## src/rtl/fifo_rd_stream_if.sv

```systemverilog
// rtl/fifo_rd_stream_if.sv - upstream fifo read port and downstream stream bundle
interface fifo_rd_stream_if #(
    parameter int WIDTH = 8
);
    logic             fifo_re;
    logic             fifo_empty;
    logic [WIDTH-1:0] fifo_dout;
    logic             fifo_val;
    logic             m_valid;
    logic [WIDTH-1:0] m_data;
    logic             m_last;
    logic             m_ready;

    modport master (
        output fifo_re, m_valid, m_data, m_last,
        input  fifo_empty, fifo_dout, fifo_val, m_ready
    );

    modport slave (
        input  fifo_re, m_valid, m_data, m_last,
        output fifo_empty, fifo_dout, fifo_val, m_ready
    );
endinterface

```

## src/rtl/fifo_rd_stream.sv

```systemverilog
// rtl/fifo_rd_stream.sv - credit-based fifo reader feeding a registered, burst-framed stream
module fifo_rd_stream #(
    parameter int WIDTH     = 8,
    parameter int BUF_DEPTH = 4,
    parameter int BURST_LEN = 16
) (
    input  logic              clk,
    input  logic              rst,
    fifo_rd_stream_if.master  bus,
    output logic              busy,
    output logic              ovf_err
);
    localparam int PTR_W  = $clog2(BUF_DEPTH);
    localparam int CNT_W  = PTR_W + 1;
    localparam int BEAT_W = (BURST_LEN > 1) ? $clog2(BURST_LEN) : 1;
    localparam logic [CNT_W-1:0]  DEPTH_C  = CNT_W'(BUF_DEPTH);
    localparam logic [BEAT_W-1:0] BEAT_MAX = BEAT_W'(BURST_LEN - 1);

    logic [WIDTH-1:0]  mem_q [BUF_DEPTH];
    logic [PTR_W-1:0]  wr_ptr_q, wr_ptr_d, rd_ptr_q, rd_ptr_d;
    logic [CNT_W-1:0]  occ_q, occ_d, inflight_q, inflight_d;
    logic [BEAT_W-1:0] beat_q, beat_d;
    logic              ovf_q, ovf_d;
    logic              post_rst_q;
    logic              rd_acc, wr_en, pop, m_valid_w;

    // Reads are issued only against free credit, so a returning word always has a slot.
    always_comb begin
        rd_acc     = !rst && !post_rst_q && !bus.fifo_empty && ((occ_q + inflight_q) < DEPTH_C);
        wr_en      = bus.fifo_val && (inflight_q != '0);
        m_valid_w  = !rst && (occ_q != '0);
        pop        = m_valid_w && bus.m_ready;

        inflight_d = inflight_q + CNT_W'(rd_acc) - CNT_W'(wr_en);
        occ_d      = occ_q + CNT_W'(wr_en) - CNT_W'(pop);
        wr_ptr_d   = wr_en ? wr_ptr_q + PTR_W'(1) : wr_ptr_q;
        rd_ptr_d   = pop ? rd_ptr_q + PTR_W'(1) : rd_ptr_q;

        beat_d = beat_q;
        if (pop) begin
            beat_d = (beat_q == BEAT_MAX) ? '0 : beat_q + BEAT_W'(1);
        end

        // A stray return in the cycle after reset belongs to an aborted read.
        ovf_d = ovf_q || (bus.fifo_val && (inflight_q == '0) && !post_rst_q);
    end

    always_ff @(posedge clk) begin
        post_rst_q <= rst;
        if (rst) begin
            wr_ptr_q   <= '0;
            rd_ptr_q   <= '0;
            occ_q      <= '0;
            inflight_q <= '0;
            beat_q     <= '0;
            ovf_q      <= 1'b0;
            for (int i = 0; i < BUF_DEPTH; i++) begin
                mem_q[i] <= '0;
            end
        end else begin
            wr_ptr_q   <= wr_ptr_d;
            rd_ptr_q   <= rd_ptr_d;
            occ_q      <= occ_d;
            inflight_q <= inflight_d;
            beat_q     <= beat_d;
            ovf_q      <= ovf_d;
            if (wr_en) begin
                mem_q[wr_ptr_q] <= bus.fifo_dout;
            end
        end
    end

    assign bus.fifo_re = rd_acc;
    assign bus.m_valid = m_valid_w;
    assign bus.m_data  = mem_q[rd_ptr_q];
    assign bus.m_last  = m_valid_w && (beat_q == BEAT_MAX);
    assign busy        = !rst && ((inflight_q != '0) || (occ_q != '0));
    assign ovf_err     = ovf_q;
endmodule

```

## src/flat_wrapper.sv

```systemverilog
// flat-port wrapper written by rule: the top's interface ports become plain ports
module fifo_rd_stream_flat 
#(
    parameter int WIDTH     = 8,
    parameter int BUF_DEPTH = 4,
    parameter int BURST_LEN = 16
)
  (clk, rst, busy, ovf_err, bus_fifo_re, bus_m_valid, bus_m_data, bus_m_last, bus_fifo_empty, bus_fifo_dout, bus_fifo_val, bus_m_ready);
  fifo_rd_stream_if #(.WIDTH(WIDTH)) bus_i ();
  input  logic clk;
  input  logic rst;
  output logic busy;
  output logic ovf_err;
  output wire logic [$bits(bus_i.fifo_re)-1:0] bus_fifo_re;
  output wire logic [$bits(bus_i.m_valid)-1:0] bus_m_valid;
  output wire logic [$bits(bus_i.m_data)-1:0] bus_m_data;
  output wire logic [$bits(bus_i.m_last)-1:0] bus_m_last;
  input wire logic [$bits(bus_i.fifo_empty)-1:0] bus_fifo_empty;
  input wire logic [$bits(bus_i.fifo_dout)-1:0] bus_fifo_dout;
  input wire logic [$bits(bus_i.fifo_val)-1:0] bus_fifo_val;
  input wire logic [$bits(bus_i.m_ready)-1:0] bus_m_ready;
  assign bus_fifo_re = bus_i.fifo_re;
  assign bus_m_valid = bus_i.m_valid;
  assign bus_m_data = bus_i.m_data;
  assign bus_m_last = bus_i.m_last;
  assign bus_i.fifo_empty = bus_fifo_empty;
  assign bus_i.fifo_dout = bus_fifo_dout;
  assign bus_i.fifo_val = bus_fifo_val;
  assign bus_i.m_ready = bus_m_ready;
  fifo_rd_stream #(.WIDTH(WIDTH), .BUF_DEPTH(BUF_DEPTH), .BURST_LEN(BURST_LEN)) u_core (.clk(clk), .rst(rst), .bus(bus_i), .busy(busy), .ovf_err(ovf_err));
endmodule
```

## config.mk

```make
export PLATFORM = sky130hd
export DESIGN_NAME = fifo_rd_stream_flat
export DESIGN_NICKNAME = d
export VERILOG_FILES = /design/src/rtl/fifo_rd_stream_if.sv /design/src/rtl/fifo_rd_stream.sv /design/src/flat_wrapper.sv
export SDC_FILE = /design/constraint.sdc
export NUM_CORES = 1
export LEC_CHECK = 0
export CAP_MARGIN = 20
export CORE_MARGIN = 2
export CORE_UTILIZATION = 60
export CTS_CLUSTER_SIZE = 30
export DETAILED_ROUTE_END_ITERATION = 12
export DONT_BUFFER_PORTS = 1
export GPL_ROUTABILITY_DRIVEN = 0
export PLACE_DENSITY = 0.76
export SYNTH_ARGS = -nofsm -noshare
export SYNTH_HDL_FRONTEND = slang
export SYNTH_SLANG_ARGS = --single-unit
export TNS_END_PERCENT = 5
```

## constraint.sdc

```tcl
create_clock -name clk -period 3 [get_ports clk]
set_input_delay 0.45 -clock clk [delete_from_list [all_inputs] [get_ports clk]]
set_output_delay 0.45 -clock clk [all_outputs]
set_load 0.05 [all_outputs]
```

==> Flow_metrics.wiki <==
{| class="wikitable"
! Metric !! Value
|-
| Number of nets with antenna violations after routing || 0
|-
| Source-to-sink clock delay at the later pin of the worst-skew pair || 0.30 ns
|-
| Total I/O pin count || 26
|-
| Port Buf Inserts || 0
|-
| Ratio of final minimum period to clock period || 92.9%
|-
| Growth of design area from synthesis to finish || 7.57%
|-
| Number of clock sinks seen by CTS || 50
|-
| Placeable Area || 3660 um2
|-
| Slew Limit Headroom || 39.8%
|-
| Reg-to-reg startpoint || u_core.occ_q[1]$_SDFF_PP0_
|-
| Post-detailed-route via-to-cell ratio || 5.83
|-
| Worst Max-Slew Pin Slew || 0.901 ns
|-
| Fin nets || 203
|-
| Largest net degree at the start of global routing || 29
|-
| Number of endpoints with negative hold slack in the final report || 0
|-
| Power per cell area || 794 nW/um2
|-
| Register bit total from synthesis || 50
|-
| Number of design rule violations left after detail routing || 0
|-
| Via count of the first global-routing pass || 1,398
|-
| Count of distinct cell types in the synthesized netlist || 36
|-
| Required time of the worst setup path || 3.23 ns
|-
| Leakage || 0.916 nW
|-
| Worst setup path category || reg2reg
|-
| Bufs on Longest Clock Path || 2
|-
| WHS Path Cells || 0
|-
| Total negative setup slack || 0 ns
|-
| Average size of a mapped cell || 13.1 um2
|-
| Result of the run || complete, no violations
|-
| Vertical die dimension || 65.9 um
|-
| Flip-flop and latch area || 1320 um2
|-
| Minimum setup slack among reg-to-reg paths || 0.21 ns
|-
| Net count after synthesis || 196
|-
| Worst r2r dst || u_core.inflight_q[2]$_SDFF_PP0_
|-
| Critical Path End Type || flip-flop
|-
| Full die area || 4340 um2
|-
| Final Non-Filler Cells || 230
|-
| H-tree depth reported by CTS || 2
|-
| Largest driver fanout on the critical path || 6
|-
| Global-route wire length before repair || 6.62 mm
|-
| Post-synth EDFFs || 32
|-
| Number of buffers inserted by hold repair at cts || 0
|-
| Hold path endpoint || u_core.post_rst_q$_DFF_P_
|-
| Layout Utilization || 67.5%
|-
| Synth Flop Type || sky130_fd_sc_hd__edfxtp_1
|-
| Share of post-route cells with drive strength above 1 || 18.1%
|-
| Max Slew Vio Count || 0
|-
| Total via count in the routed design || 1,341
|-
| Maximum cell stage delay along the critical path || 0.42 ns
|-
| Count of synthesis-stage warnings from yosys || 0
|-
| Number of antenna cells inserted || 0
|-
| Startpoint type of the worst setup path || flip-flop
|-
| Sum of overflow across all layers after global routing || 0
|-
| Footprint of the multi-input gates || 932 um2
|-
| Fraction of registers with async set or reset after synthesis || 0%
|-
| Number of violations reported at the end of detailed-routing iteration 0 || 81
|-
| Horizontal extent of the die || 65.9 um
|-
| Final wirelength || 3.89 mm
|-
| Total CTS buffers || 5
|-
| Minimum period implied by the final worst setup slack || 2.79 ns
|-
| Hold Path Class || in2reg
|-
| Worst hold slack across all endpoints || 0.168 ns
|-
| R2R depth || 12
|-
| Starting Density || 62.7%
|-
| Number of placed cells counting well taps || 223
|-
| Synth Cell Area || 2300 um2
|-
| Initial antenna violation count || 0
|-
| Final-layout fill cell count || 259
|-
| CP most frequent cell || sky130_fd_sc_hd__ha_1
|-
| Part of the total power dissipated in sequential elements || 49.0%
|-
| Share of total power consumed by net switching || 37.1%
|-
| Detailed placer's ending HPWL || 2.66 mm
|-
| Clock tree from TritonCTS || yes
|-
| Clk Tree Root Cell || sky130_fd_sc_hd__clkbuf_8
|-
| Final number of setup-violating endpoints || 0
|-
| Part of the Yosys area used for sequential elements || 57.5%
|-
| Share of total power in combinational logic || 31.9%
|-
| Placement row count || 22
|-
| Routed WL per cell || 16.9 um
|-
| Fraction of power consumed by the clock network || 19.1%
|-
| # Max-Cap Violations || 0
|-
| Internal power consumption || 1.23 mW
|-
| All-layer global routing usage || 21.3%
|-
| Peak ir drop on the vdd network || 0.000456 V
|-
| Worst-path cell with the longest stage delay || sky130_fd_sc_hd__or4_1
|-
| Switching power total || 0.727 mW
|-
| Cells traversed along the worst timing path || ha_1, a31oi_2, xnor2_1, or4_1, ha_1, inv_1, ha_1, inv_1, fa_1, xor2_1, and2_1, nor3_1
|-
| Clock slew seen by the registers of the worst setup and hold paths || 0.09 ns
|-
| Worst Clk Skew || 0.00283 ns
|-
| Post-synthesis cell count || 175
|-
| Beginning of the worst hold path || rst
|-
| Worst Path Arrival || 3.02 ns
|-
| Detailed Routing Iterations Pass 1 || 4
|-
| Maximum clock frequency || 359 MHz
|}
cell usage in the layout (no fill, tap or decap), types with 2 or more instances in the layout:
cell,instances
sky130_fd_sc_hd__or4_1,2
sky130_fd_sc_hd__or3_1,2
sky130_fd_sc_hd__buf_4,5
sky130_fd_sc_hd__ha_1,6
sky130_fd_sc_hd__a31o_2,3
sky130_fd_sc_hd__a311oi_1,2
sky130_fd_sc_hd__clkbuf_8,5
sky130_fd_sc_hd__nor4_2,2
sky130_fd_sc_hd__fa_1,2
sky130_fd_sc_hd__xor2_1,5
sky130_fd_sc_hd__nand3_1,2
sky130_fd_sc_hd__nor3_1,3
sky130_fd_sc_hd__a21oi_1,4
sky130_fd_sc_hd__nor2_1,10
sky130_fd_sc_hd__nor2b_1,3
sky130_fd_sc_hd__o21bai_1,2
sky130_fd_sc_hd__o21ai_0,3
sky130_fd_sc_hd__edfxtp_1,32
sky130_fd_sc_hd__nand2b_1,4
sky130_fd_sc_hd__clkinvlp_4,2
sky130_fd_sc_hd__nor3_2,3
sky130_fd_sc_hd__and2_1,34
sky130_fd_sc_hd__inv_1,9
sky130_fd_sc_hd__mux4_2,8
sky130_fd_sc_hd__dfxtp_1,17
logic make-up after synthesis:
kind of cell	after synthesis	synth area share, %
fa+ha+maj	8	5.01
simple gates	69	18.7
buf+inv	14	2.40
compound gates	19	5.67
flops	50	57.5
xor+xnor	6	2.29
mux	9	8.34
cell type report:
class	instances	share of cell area, %
multi-input combinational	111	37.7
timing repair buffer	5	1.52
sequential	50	53.5
tap	48	2.43
clock buffer	5	2.79
inverter	9	1.37
clock inverter	2	0.608
worst max-delay path: cells and delay by family (launching register included):
| kind | cells | cell delay [ns] |
|---|---|---|
| AOI/OAI and AO/OA | 1 | 0.20 |
| and+or+nand+nor | 3 | 0.68 |
| buffers and inverters | 2 | 0.11 |
| adders and majority gates | 4 | 1.05 |
| xor gates and xnor gates | 2 | 0.27 |
| DFF | 1 | 0.40 |
routing by layer:
| metal | vias to the layer above | part of all wire [%] | wire (um) | global-route usage [%] |
|---|---|---|---|---|
| li1 | 644 | - | - | - |
| met1 | 663 | 40 | 1570 | 25.0 |
| met2 | 27 | 53 | 2070 | 36.6 |
| met3 | 7 | 4.6 | 177 | 5.62 |
| met4 | 0 | 1.8 | 68 | 9.11 |
| met5 | - | 0 | 0 | 0 |
cells in the mapped netlist, types with 2 or more instances:
| library cell | number | area [um2] |
|---|---|---|
| sky130_fd_sc_hd__a21oi_1 | 4 | 20.0 |
| sky130_fd_sc_hd__a311oi_1 | 2 | 17.5 |
| sky130_fd_sc_hd__a31o_2 | 3 | 26.3 |
| sky130_fd_sc_hd__a31oi_1 | 2 | 12.5 |
| sky130_fd_sc_hd__and2_1 | 34 | 213 |
| sky130_fd_sc_hd__buf_2 | 2 | 10.0 |
| sky130_fd_sc_hd__clkbuf_1 | 2 | 7.51 |
| sky130_fd_sc_hd__dfxtp_1 | 18 | 360 |
| sky130_fd_sc_hd__edfxtp_1 | 32 | 961 |
| sky130_fd_sc_hd__fa_1 | 2 | 40.0 |
| sky130_fd_sc_hd__ha_1 | 6 | 75.1 |
| sky130_fd_sc_hd__inv_1 | 9 | 33.8 |
| sky130_fd_sc_hd__mux4_2 | 8 | 180 |
| sky130_fd_sc_hd__nand2b_1 | 4 | 25.0 |
| sky130_fd_sc_hd__nand3_1 | 2 | 10.0 |
| sky130_fd_sc_hd__nor2_1 | 10 | 37.5 |
| sky130_fd_sc_hd__nor2b_1 | 3 | 18.8 |
| sky130_fd_sc_hd__nor3_1 | 3 | 15.0 |
| sky130_fd_sc_hd__nor3_2 | 3 | 30.0 |
| sky130_fd_sc_hd__o21ai_0 | 3 | 15.0 |
| sky130_fd_sc_hd__o21bai_1 | 2 | 15.0 |
| sky130_fd_sc_hd__or3_1 | 2 | 12.5 |
| sky130_fd_sc_hd__or4_1 | 2 | 15.0 |
| sky130_fd_sc_hd__xor2_1 | 5 | 43.8 |
power groups by stage:
stage | logic [mW] | registers [mW] | clock network, mW
final | 0.626 | 0.960 | 0.374
after detailed placement | 0.624 | 0.974 | 0
after global placement | 0.607 | 0.964 | 0
after CTS | 0.627 | 0.959 | 0.379
after global routing | 0.698 | 0.976 | 0.409
after floorplan | 0.535 | 0.939 | 0
through the flow:
| step | cell area (um2) | power, mW | setup WS [ns] |
|---|---|---|---|
| final | 2470 | 1.96 | 0.212 |
| after global routing | 2470 | 2.08 | -0.00159 |
| after CTS | 2460 | 1.96 | 0.120 |
| after detailed placement | 2380 | 1.60 | 0.148 |
| after global placement | 2380 | 1.57 | 0.263 |
| after floorplan | 2300 | 1.47 | 0.127 |
registers in the layout, summed over array words and instances, names as in the netlist, named ones only:
register and cells:
u_core.beat_q 4, u_core.ovf_err 1, u_core.wr_ptr_q 2, u_core.rd_ptr_q 2
u_core.inflight_q 3, u_core.occ_q 3, u_core.mem_q 32, u_core.post_rst_q 1
worst max-delay path by stage:
| stage | from | end | cells after the start |
|---|---|---|---|
| after floorplan | u_core.inflight_q[1]$_SDFF_PP0_ | bus_fifo_re | 4 |
| after global placement | u_core.occ_q[1]$_SDFF_PP0_ | u_core.inflight_q[2]$_SDFF_PP0_ | 12 |
| after detailed placement | u_core.occ_q[1]$_SDFF_PP0_ | u_core.inflight_q[2]$_SDFF_PP0_ | 12 |
| after CTS | u_core.occ_q[1]$_SDFF_PP0_ | u_core.inflight_q[2]$_SDFF_PP0_ | 12 |
| after global routing | u_core.occ_q[1]$_SDFF_PP0_ | u_core.inflight_q[2]$_SDFF_PP0_ | 12 |
| final | u_core.occ_q[1]$_SDFF_PP0_ | u_core.inflight_q[2]$_SDFF_PP0_ | 12 |
timing repair:
item                       in CTS  in global routing
resized for setup               0                  2
buffers inserted                0                  0
setup endpoints to repair       0                  1
(Power assumes the default switching activity.)
